--- config.mk ---
export PLATFORM = sky130hd
export DESIGN_NAME = interrupt_controller
export DESIGN_NICKNAME = d
export VERILOG_FILES = /design/src/rtl/interrupt_controller_pkg.sv /design/src/rtl/irq_priority_enc.sv /design/src/rtl/interrupt_controller.sv
export SDC_FILE = /design/constraint.sdc
export NUM_CORES = 1
export LEC_CHECK = 0
export ABC_AREA = 0
export CAP_MARGIN = 10
export CORE_MARGIN = 3
export CORE_UTILIZATION = 50
export DETAILED_ROUTE_END_ITERATION = 7
export PLACE_DENSITY = 0.83
export SLEW_MARGIN = 25
export SYNTH_ARGS = -nofsm -noshare
export SYNTH_HDL_FRONTEND = slang
export SYNTH_SLANG_ARGS = --single-unit
--- constraint.sdc ---
create_clock -name clk -period 4.4 [get_ports clk]
set_clock_uncertainty 0.1 [all_clocks]
set_input_delay 0.44 -clock clk [delete_from_list [all_inputs] [get_ports clk]]
set_output_delay 0.44 -clock clk [all_outputs]
set_load 0.01 [all_outputs]
--- src/rtl/interrupt_controller_pkg.sv ---
// ---------------------------------------------------------------------------
// interrupt_controller_pkg
// Shared SoC definitions for the interrupt controller: local register
// addresses, CTRL/ACTIVE bit positions and the request FSM state encoding.
// ---------------------------------------------------------------------------
package interrupt_controller_pkg;

    // Local register map (2-bit address inside the IO window)
    localparam logic [1:0] ADDR_IE     = 2'd0;   // interrupt enable mask, R/W
    localparam logic [1:0] ADDR_PEND   = 2'd1;   // pending flags, read / write-1-to-clear
    localparam logic [1:0] ADDR_CTRL   = 2'd2;   // global control
    localparam logic [1:0] ADDR_ACTIVE = 2'd3;   // presented request status, read-only

    // CTRL register bits
    localparam int CTRL_GIE_BIT = 0;

    // ACTIVE register layout
    localparam int ACTIVE_BUSY_BIT = 7;
    localparam int ACTIVE_ID_MSB   = 2;

    // Request FSM
    typedef enum logic [1:0] {
        ST_IDLE = 2'd0,
        ST_REQ  = 2'd1,
        ST_HOLD = 2'd2
    } irq_state_t;

endpackage : interrupt_controller_pkg

--- src/rtl/irq_priority_enc.sv ---
// ---------------------------------------------------------------------------
// irq_priority_enc
// Combinational lowest-index-first priority encoder.
// Ports:
//   req   in  N  request vector (already masked by the caller)
//   id    out 3  index of the lowest set bit (0 when none set)
//   valid out 1  at least one request bit is set
// ---------------------------------------------------------------------------
module irq_priority_enc #(
    parameter int N = 8
) (
    input  logic [N-1:0] req,
    output logic [2:0]   id,
    output logic         valid
);

    // NOTE: every output of a combinational block gets a default before any
    // conditional assignment; otherwise the tool infers a latch for it.
    always_comb begin
        id    = 3'd0;
        valid = 1'b0;
        // Scan downwards so the lowest set index is the last one written.
        for (int i = N - 1; i >= 0; i--) begin
            if (req[i]) begin
                id    = 3'(i);
                valid = 1'b1;
            end
        end
    end

endmodule : irq_priority_enc

--- src/rtl/interrupt_controller.sv ---
// ---------------------------------------------------------------------------
// interrupt_controller
// Edge-triggered, maskable interrupt controller with a single presented
// request, fixed lowest-index priority and a vectored handler address.
// Ports:
//   clk       in   1        system clock, rising edge
//   reset     in   1        asynchronous active-high reset
//   irq_src   in   NUM_SRC  level request lines, 0->1 sets PEND
//   address   in   2        register select (IE, PEND, CTRL, ACTIVE)
//   din       in   8        register write data
//   w_en      in   1        register write strobe
//   r_en      in   1        register read strobe
//   dout      out  8        registered read data, valid the cycle after r_en
//   interrupt out  1        request to CPU, registered
//   intVect   out  16       handler address of the presented request
//   intAck    in   1        one-cycle CPU acknowledge
// ---------------------------------------------------------------------------
module interrupt_controller
    import interrupt_controller_pkg::*;
#(
    parameter int          NUM_SRC     = 8,
    parameter logic [15:0] VECT_BASE   = 16'h0010,
    parameter int          VECT_STRIDE = 4
) (
    input  logic               clk,
    input  logic               reset,
    input  logic [NUM_SRC-1:0] irq_src,
    input  logic [1:0]         address,
    input  logic [7:0]         din,
    input  logic               w_en,
    input  logic               r_en,
    output logic [7:0]         dout,
    output logic               interrupt,
    output logic [15:0]        intVect,
    input  logic               intAck
);

    logic [NUM_SRC-1:0] ie;
    logic [NUM_SRC-1:0] pend;
    logic [NUM_SRC-1:0] irq_prev;
    logic               primed;      // first sample after reset taken
    logic               gie;
    logic [2:0]         id;
    irq_state_t         state;

    logic [NUM_SRC-1:0] edge_det;
    logic [NUM_SRC-1:0] w1c_mask;
    logic [NUM_SRC-1:0] ack_clr;
    logic [NUM_SRC-1:0] pend_nxt;
    logic [2:0]         enc_id;
    logic               enc_valid;
    logic [15:0]        enc_vect;
    logic [7:0]         rd_data;
    logic               ack_take;

    // -----------------------------------------------------------------------
    // Priority selection among enabled pending sources
    // -----------------------------------------------------------------------
    irq_priority_enc #(
        .N (NUM_SRC)
    ) u_enc (
        .req   (pend & ie),
        .id    (enc_id),
        .valid (enc_valid)
    );

    // Vector arithmetic is done in 16 bits so any carry out is discarded.
    assign enc_vect = VECT_BASE + 16'(enc_id) * 16'(VECT_STRIDE);

    assign ack_take = (state == ST_REQ) && intAck;

    // -----------------------------------------------------------------------
    // Pending-flag next state. A new edge wins over a software clear or an
    // acknowledge in the same cycle so no request is ever lost. Edges are
    // ignored on the first cycle after reset so lines that were already high
    // must fall and rise again before they register.
    // -----------------------------------------------------------------------
    always_comb begin
        edge_det = primed ? (irq_src & ~irq_prev) : '0;
        w1c_mask = (w_en && (address == ADDR_PEND)) ? din[NUM_SRC-1:0] : '0;
        ack_clr  = ack_take ? (NUM_SRC'(1) << id) : '0;
        pend_nxt = (pend & ~w1c_mask & ~ack_clr) | edge_det;
    end

    // -----------------------------------------------------------------------
    // Read mux; upper IE/PEND bits beyond NUM_SRC read as zero.
    // -----------------------------------------------------------------------
    always_comb begin
        rd_data = 8'h00;
        unique case (address)
            ADDR_IE:     rd_data = 8'(ie);
            ADDR_PEND:   rd_data = 8'(pend);
            ADDR_CTRL:   rd_data[CTRL_GIE_BIT] = gie;
            ADDR_ACTIVE: begin
                rd_data[ACTIVE_BUSY_BIT]    = (state != ST_IDLE);
                rd_data[ACTIVE_ID_MSB:0]    = id;
            end
            default:     rd_data = 8'h00;
        endcase
    end

    // -----------------------------------------------------------------------
    // Register file, edge samples and read port
    // -----------------------------------------------------------------------
    // NOTE: clocked state uses non-blocking assignments so every register
    // samples the pre-edge values and simulation ordering cannot matter.
    always_ff @(posedge clk or posedge reset) begin
        if (reset) begin
            ie       <= '0;
            pend     <= '0;
            irq_prev <= '0;
            primed   <= 1'b0;
            gie      <= 1'b0;
            dout     <= 8'h00;
        end else begin
            irq_prev <= irq_src;
            primed   <= 1'b1;
            pend     <= pend_nxt;

            if (w_en && (address == ADDR_IE))
                ie <= din[NUM_SRC-1:0];

            // Acknowledge disarms the controller until the handler re-enables.
            if (ack_take)
                gie <= 1'b0;
            else if (w_en && (address == ADDR_CTRL))
                gie <= din[CTRL_GIE_BIT];

            if (r_en)
                dout <= rd_data;
        end
    end

    // -----------------------------------------------------------------------
    // Request FSM with registered outputs. Once in REQ the id and vector are
    // frozen; only intAck moves the FSM on. HOLD forces one low cycle on
    // interrupt between consecutive requests.
    // -----------------------------------------------------------------------
    always_ff @(posedge clk or posedge reset) begin
        if (reset) begin
            state     <= ST_IDLE;
            interrupt <= 1'b0;
            intVect   <= VECT_BASE;
            id        <= 3'd0;
        end else begin
            unique case (state)
                ST_IDLE: begin
                    if (gie && enc_valid) begin
                        state     <= ST_REQ;
                        id        <= enc_id;
                        intVect   <= enc_vect;
                        interrupt <= 1'b1;
                    end
                end
                ST_REQ: begin
                    if (intAck) begin
                        state     <= ST_HOLD;
                        interrupt <= 1'b0;
                    end
                end
                ST_HOLD: begin
                    state <= ST_IDLE;
                end
                default: begin
                    state     <= ST_IDLE;
                    interrupt <= 1'b0;
                end
            endcase
        end
    end

endmodule : interrupt_controller

## Word-level counts from Yosys, hierarchy flattened

Cells that the tools add are included.

- $add $sub $neg: 1
- $mul: 0
- Divide/modulo/power cells: 0
- Order comparisons: 0
- Eq/ne operators: 7
- Shift-type cells: 1
- Muxes and demuxes: 31
- Bitwise logic cells: 9
- Reductions and logical operators: 12

Operators with widths:

| operator | number |
|---|---|
| 8-bit bitwise AND | 4 |
| 3-bit 2-to-1 mux | 8 |
| 8-bit 2-to-1 mux | 3 |
| 8-bit NOT | 3 |
| 1-bit 2-to-1 mux | 12 |
| 8-bit bitwise OR | 1 |
| 4-bit case mux with 2 select lines | 1 |
| 1-bit by 3-bit << shifter with 8-bit output, first input constant | 1 |
| 5-bit by 5-bit adder with 6-bit output, first input constant | 1 |
| 2-bit equality test, second input constant | 3 |
| 1-bit case mux with 3 select lines | 2 |
| 2-bit case mux with 3 select lines | 1 |
| 1-bit logical AND | 5 |
| 2-bit by 1-bit equality test with 1-bit output, second input constant | 2 |
| 2-bit logical NOT | 2 |
| 2-bit 2-to-1 mux | 2 |
| 2-bit != test, second input constant | 2 |
| 1-bit case mux with 4 select lines | 1 |
| 2-bit case mux with 2 select lines | 1 |
| 2-bit AND reduction | 2 |
| 2-bit nonzero test | 2 |
| 3-bit AND reduction | 1 |
| 1-bit NOT | 1 |

- Register bits: 56
- Bits in latches: 0
- RAM bits: 0
- Memory bits (read-only): 0
- Bits of input ports: 23
- Output and inout bits: 25
- Memories: 0

## Depth between registers and ports, before layout

- Depth in word-level cells: 12
- Depth in mapped cells: 6

## Hierarchy

A second synthesis with hierarchy kept.

- Cell total of the unflattened synthesis: 182
- Area, all modules: 1994.4 µm²

By module, submodules not included:

| module | instances | cells each | area each (µm²) | seq. area each (µm²) |
|---|---|---|---|---|
| interrupt_controller | 1 | 169 | 1914.3 | 1027.2 |
| irq_priority_enc | 1 | 13 | 80.1 | 0.0 |

## Least setup slack after synthesis

No wires, ideal clock.

- Path kind: input-to-reg
- From: in address[1]
- To: reg ie[0]
- Setup time: 125 ps
- Arrival time: 1314 ps
- Data required time: 4175 ps
- Path slack: 2861 ps
- Stages: 3
- Buffers on the path: 1
- Cell sequence: buf_2 > nor3b_4 > mux2_2

- Word-level cells in the longest chain between the ends: 2

Ends and longest elaborated chain:

| element | line | source |
|---|---|---|
| from (decl) | interrupt_controller.sv:28 | `input logic [1:0] address,` |
| 2-bit logical NOT | interrupt_controller.sv:120 | `if (w_en && (address == ADDR_IE))` |
| 1-bit logical AND | interrupt_controller.sv:120 |  |
| to (signal assigned) | interrupt_controller.sv:121 | `ie <= din[NUM_SRC-1:0];` |
| to (decl) | interrupt_controller.sv:38 | `logic [NUM_SRC-1:0] ie;` |

No other way between the ends.
A chain may end at the register's enable or synchronous reset.

## Worst setup path after layout

- From: in address[0]
- To: reg dout[0]

- Word-level cells in the longest chain between the ends: 2

Ends and longest elaborated chain:

| element | line | source |
|---|---|---|
| 2-bit equality test, or another cell as far along | interrupt_controller.sv:90 | `unique case (address)` |
| 1-bit case mux with 4 select lines * | interrupt_controller.sv:90 |  |
| to (signal assigned) | interrupt_controller.sv:130 | `dout <= rd_data;` |
| to (decl) | interrupt_controller.sv:32 | `output logic [7:0] dout,` |

Every way passes the cells marked *; elsewhere a longest branch is shown, timed or not.

==> impl_results.html <==
<table>
<tr><th>Metric</th><th>Value</th></tr>
<tr><th colspan="2">Finish</th></tr>
<tr><td>Leading cell types in the layout, fill and taps excluded</td><td>40 x sky130_fd_sc_hd__dfrtp_1, 35 x sky130_fd_sc_hd__clkdlybuf4s50_1, 26 x sky130_fd_sc_hd__nand2_1</td></tr>
<tr><td>Diode count</td><td>0</td></tr>
<tr><td>Filler cells</td><td>312</td></tr>
<tr><td>Most common cell after layout, fill and taps aside</td><td>sky130_fd_sc_hd__dfrtp_1</td></tr>
<tr><td>Register cell area after layout</td><td>1030 um^2</td></tr>
<tr><td>Area of the multi-input gates</td><td>842 um^2</td></tr>
<tr><td>Synthesis-to-layout area growth</td><td>21.0%</td></tr>
<tr><td>Proportion of layout cells with a drive suffix above 1</td><td>0.138</td></tr>
<tr><td>Fin nets</td><td>232</td></tr>
<tr><td>Final std cell area, no fill</td><td>2400 um^2</td></tr>
<tr><th colspan="2">Clocking</th></tr>
<tr><td>Number of buffers added by the clock tree synthesis step</td><td>5</td></tr>
<tr><td>Post-CTS setup buffer count</td><td>0</td></tr>
<tr><td>Clock-pin slew reported for the worst setup and hold paths after clock tree synthesis</td><td>0.07 ns</td></tr>
<tr><td>CTS H-tree lvls</td><td>2</td></tr>
<tr><td>Max Buffers Root-to-Sink</td><td>2</td></tr>
<tr><td>TritonCTS clock tree</td><td>done</td></tr>
<tr><td>CTS hold repair buffers</td><td>0</td></tr>
<tr><td>Post-CTS resize count</td><td>0</td></tr>
<tr><td>Clock root cell</td><td>sky130_fd_sc_hd__clkbuf_8</td></tr>
<tr><td>Clk sinks</td><td>41</td></tr>
<tr><td>Clock latency of the later-clocked register in the worst-skew pair</td><td>0.29 ns</td></tr>
<tr><th colspan="2">Logic synthesis</th></tr>
<tr><td>Area share of the largest cell type after synthesis</td><td>0.506</td></tr>
<tr><td>Cells after synthesis</td><td>173</td></tr>
<tr><td>Synthesized area divided by synthesized cell count</td><td>11.4 um^2</td></tr>
<tr><td>Cell area after synthesis</td><td>1980 um^2</td></tr>
<tr><td>Unique masters post-synth</td><td>40</td></tr>
<tr><td>Count of yosys warnings during synthesis</td><td>0</td></tr>
<tr><td>Yosys reg bits</td><td>41</td></tr>
<tr><td>Cell types occupying the most area after synthesis</td><td>sky130_fd_sc_hd__dfrtp_1 51%, sky130_fd_sc_hd__mux2_2 5.1%, sky130_fd_sc_hd__buf_4 4.9%</td></tr>
<tr><td>Sequential-to-total area share from yosys stat</td><td>0.519</td></tr>
<tr><td>Library cell with the largest summed area after synthesis</td><td>sky130_fd_sc_hd__dfrtp_1</td></tr>
<tr><th colspan="2">Routing</th></tr>
<tr><td>Count of unresolved DRC violations after routing</td><td>0</td></tr>
<tr><td>Wire length per cell after detailed routing</td><td>14.2 um</td></tr>
<tr><td>Total wirelength of the detailed-routed design</td><td>3660 um</td></tr>
<tr><td>Vias post-DR</td><td>1,385</td></tr>
<tr><td>Number of search-and-repair iterations in the first detailed-routing pass</td><td>5</td></tr>
<tr><td>Drt initial violations</td><td>86</td></tr>
<tr><td>Via count normalized by instance count</td><td>5.37</td></tr>
<tr><td>Count of nets left with antenna violations after detail routing</td><td>0</td></tr>
<tr><th colspan="2">Floorplan</th></tr>
<tr><td>Placeable Area</td><td>3740 um^2</td></tr>
<tr><td>Chip Width</td><td>68.9 um</td></tr>
<tr><td>Boundary Pins</td><td>48</td></tr>
<tr><td>Total Die Area</td><td>4750 um^2</td></tr>
<tr><td># rows</td><td>22</td></tr>
<tr><td>Starting density of the core</td><td>0.529</td></tr>
<tr><td>Die height</td><td>68.9 um</td></tr>
<tr><th colspan="2">Setup path</th></tr>
<tr><td>Critical Path Source Type</td><td>input port</td></tr>
<tr><td>Critical Path RT</td><td>4.48 ns</td></tr>
<tr><td>Arrival time of data at the critical path endpoint</td><td>2.20 ns</td></tr>
<tr><td>Critical R2R Capture</td><td>id[0]</td></tr>
<tr><td>Type of the worst setup path</td><td>in -&gt; reg</td></tr>
<tr><td>Depth of the worst register-to-register path</td><td>4</td></tr>
<tr><td>Launch point of the worst reg-to-reg path</td><td>pend[6]</td></tr>
<tr><td>Crit-path max FO</td><td>14</td></tr>
<tr><td>Kind of capture point of the worst setup path</td><td>flip-flop</td></tr>
<tr><td>Minimum setup slack among reg-to-reg paths</td><td>2.78 ns</td></tr>
<tr><th colspan="2">Run status</th></tr>
<tr><td>Outcome</td><td>finished, final reports clean</td></tr>
<tr><th colspan="2">Worst hold path</th></tr>
<tr><td>Tightest Hold Check Type</td><td>reg -&gt; reg</td></tr>
<tr><td>Min-Delay Endpoint</td><td>pend[6]</td></tr>
<tr><td>Number of instances on the worst hold path</td><td>1</td></tr>
<tr><td>Hold Crit Start</td><td>irq_prev[6]</td></tr>
<tr><th colspan="2">STA</th></tr>
<tr><td>Final worst setup slack</td><td>2.28 ns</td></tr>
<tr><td>Setup repair after global routing missed its margin</td><td>false</td></tr>
<tr><td>FMAX</td><td>471 MHz</td></tr>
<tr><td>Final hold violation count</td><td>0</td></tr>
<tr><td>Final cycle utilization of the critical path</td><td>0.482</td></tr>
<tr><td>Max Transition Viols Final</td><td>0</td></tr>
<tr><td>Total negative setup slack</td><td>0 ns</td></tr>
<tr><td>Slew of the pin with the lowest slew margin</td><td>0.686 ns</td></tr>
<tr><td>Post-layout min period</td><td>2.12 ns</td></tr>
<tr><td>Endpoints failing setup</td><td>0</td></tr>
<tr><td>Slew headroom</td><td>0.541</td></tr>
<tr><th colspan="2">Global route</th></tr>
<tr><td>Global-route usage over all layers</td><td>0.175</td></tr>
<tr><td>First-pass GRT wire length</td><td>5990 um</td></tr>
<tr><td>Antenna violations before repair</td><td>0</td></tr>
<tr><td>Vias in the first global route</td><td>1,369</td></tr>
<tr><td>Overflow after GRT</td><td>0</td></tr>
<tr><td>Maximum number of pins on one net before global-route repair</td><td>42</td></tr>
<tr><th colspan="2">Power</th></tr>
<tr><td>Total power per unit cell area</td><td>502 nW/um^2</td></tr>
<tr><td>VDD IR-drop max</td><td>0.261 mV</td></tr>
<tr><td>Total leakage power</td><td>0.00104 uW</td></tr>
<tr><td>Total power</td><td>1200 uW</td></tr>
<tr><th colspan="2">Place</th></tr>
<tr><td>Cell Area, Placed</td><td>2310 um^2</td></tr>
<tr><td>Weighted congestion at the end of routability-driven global placement</td><td>0.804</td></tr>
<tr><td>Worst setup timing slack at the placement stage</td><td>1.98 ns</td></tr>
<tr><td>Count of input and output buffers</td><td>35</td></tr>
<tr><td>HPWL after DPL</td><td>2770 um</td></tr>
<tr><th colspan="2">Job</th></tr>
<tr><td>Number of violations of the max-capacitance limit</td><td>0</td></tr>
</table>
## critical path: stages
cell                              delay, ns
sky130_fd_sc_hd__clkdlybuf4s50_1       0.91
sky130_fd_sc_hd__mux4_2                0.58
sky130_fd_sc_hd__mux2_2                0.27
## final cells by class
class,count,share of cell area
inverters,7,0.0110
flip-flops and latches,41,0.429
clock buffers,6,0.0303
repair buffers,36,0.149
well taps,48,0.0251
multi-input cells,118,0.351
clock inverters,2,0.00418
## registers in the layout, indices dropped and copies added, names as in the netlist
signal     flops
dout           8
ie             8
irq_prev       8
pend           8
id             3
state          2
gie            1
intVect        1
interrupt      1
primed         1
## cells in the mapped netlist, drive strengths merged
| cell type | instances |
|---|---|
| dfrtp | 40 |
| a22o | 1 |
| clkbuf | 2 |
| a21oi | 3 |
| nand2 | 26 |
| a32oi | 2 |
| o311ai | 2 |
| mux2i | 8 |
| inv | 7 |
| and2 | 1 |
| o21bai | 1 |
| dfstp | 1 |
| a31oi | 2 |
| a21o | 2 |
| and3b | 2 |
| o22ai | 5 |
| nand3b | 8 |
| o21ai | 4 |
| o211ai | 8 |
| buf | 16 |
| a22oi | 2 |
| o21a | 2 |
| conb | 2 |
| nor2 | 6 |
| mux4 | 1 |
| nand2b | 5 |
| mux2 | 10 |
| o31ai | 1 |
| a222oi | 1 |
| nor3b | 2 |
## cell families after synthesis
| logic type | Yosys count | share of synthesized area |
|---|---|---|
| buf+inv | 25 | 0.0765 |
| simple gates | 50 | 0.145 |
| mux | 19 | 0.111 |
| flops | 41 | 0.519 |
| compound gates | 36 | 0.145 |
| other cells | 2 | 0.00379 |
## worst max path at each step
stage | depth (start not counted) | slack (ns) | to | start
3_5_place_dp | 3 | 1.98 | dout[0] | address[0]
6_report | 3 | 2.28 | dout[0] | address[0]
4_1_cts | 3 | 2.29 | dout[0] | address[0]
5_1_grt | 5 | 2.22 | pend[0] | address[0]
2_1_floorplan | 3 | 2.86 | ie[0] | address[1]
3_3_place_gp | 3 | 2.02 | dout[0] | address[0]
## metrics by stage
stage                     hold WS, ns  utilization  std cells
final                           0.330        0.640        258
after floorplan                 0.310            -        184
after global routing            0.363        0.640        258
after detailed placement        0.332        0.618        250
after global placement          0.312        0.618        250
after CTS                       0.342        0.640        258
## power by group
group | leakage, uW | switching, uW | internal (uW)
clock | 0.0000450 | 120 | 110
combinational | 0.000510 | 173 | 222
sequential | 0.000482 | 106 | 472
total | 0.00104 | 399 | 804
## metal layers
| layer | GRT usage | up-vias | wire (um) |
|---|---|---|---|
| li1 | - | 660 | - |
| met1 | 0.211 | 660 | 1590 |
| met2 | 0.279 | 52 | 1720 |
| met3 | 0.0567 | 13 | 240 |
| met4 | 0.0900 | 0 | 106 |
| met5 | 0 | - | 0 |
(Power assumes the default switching activity.)
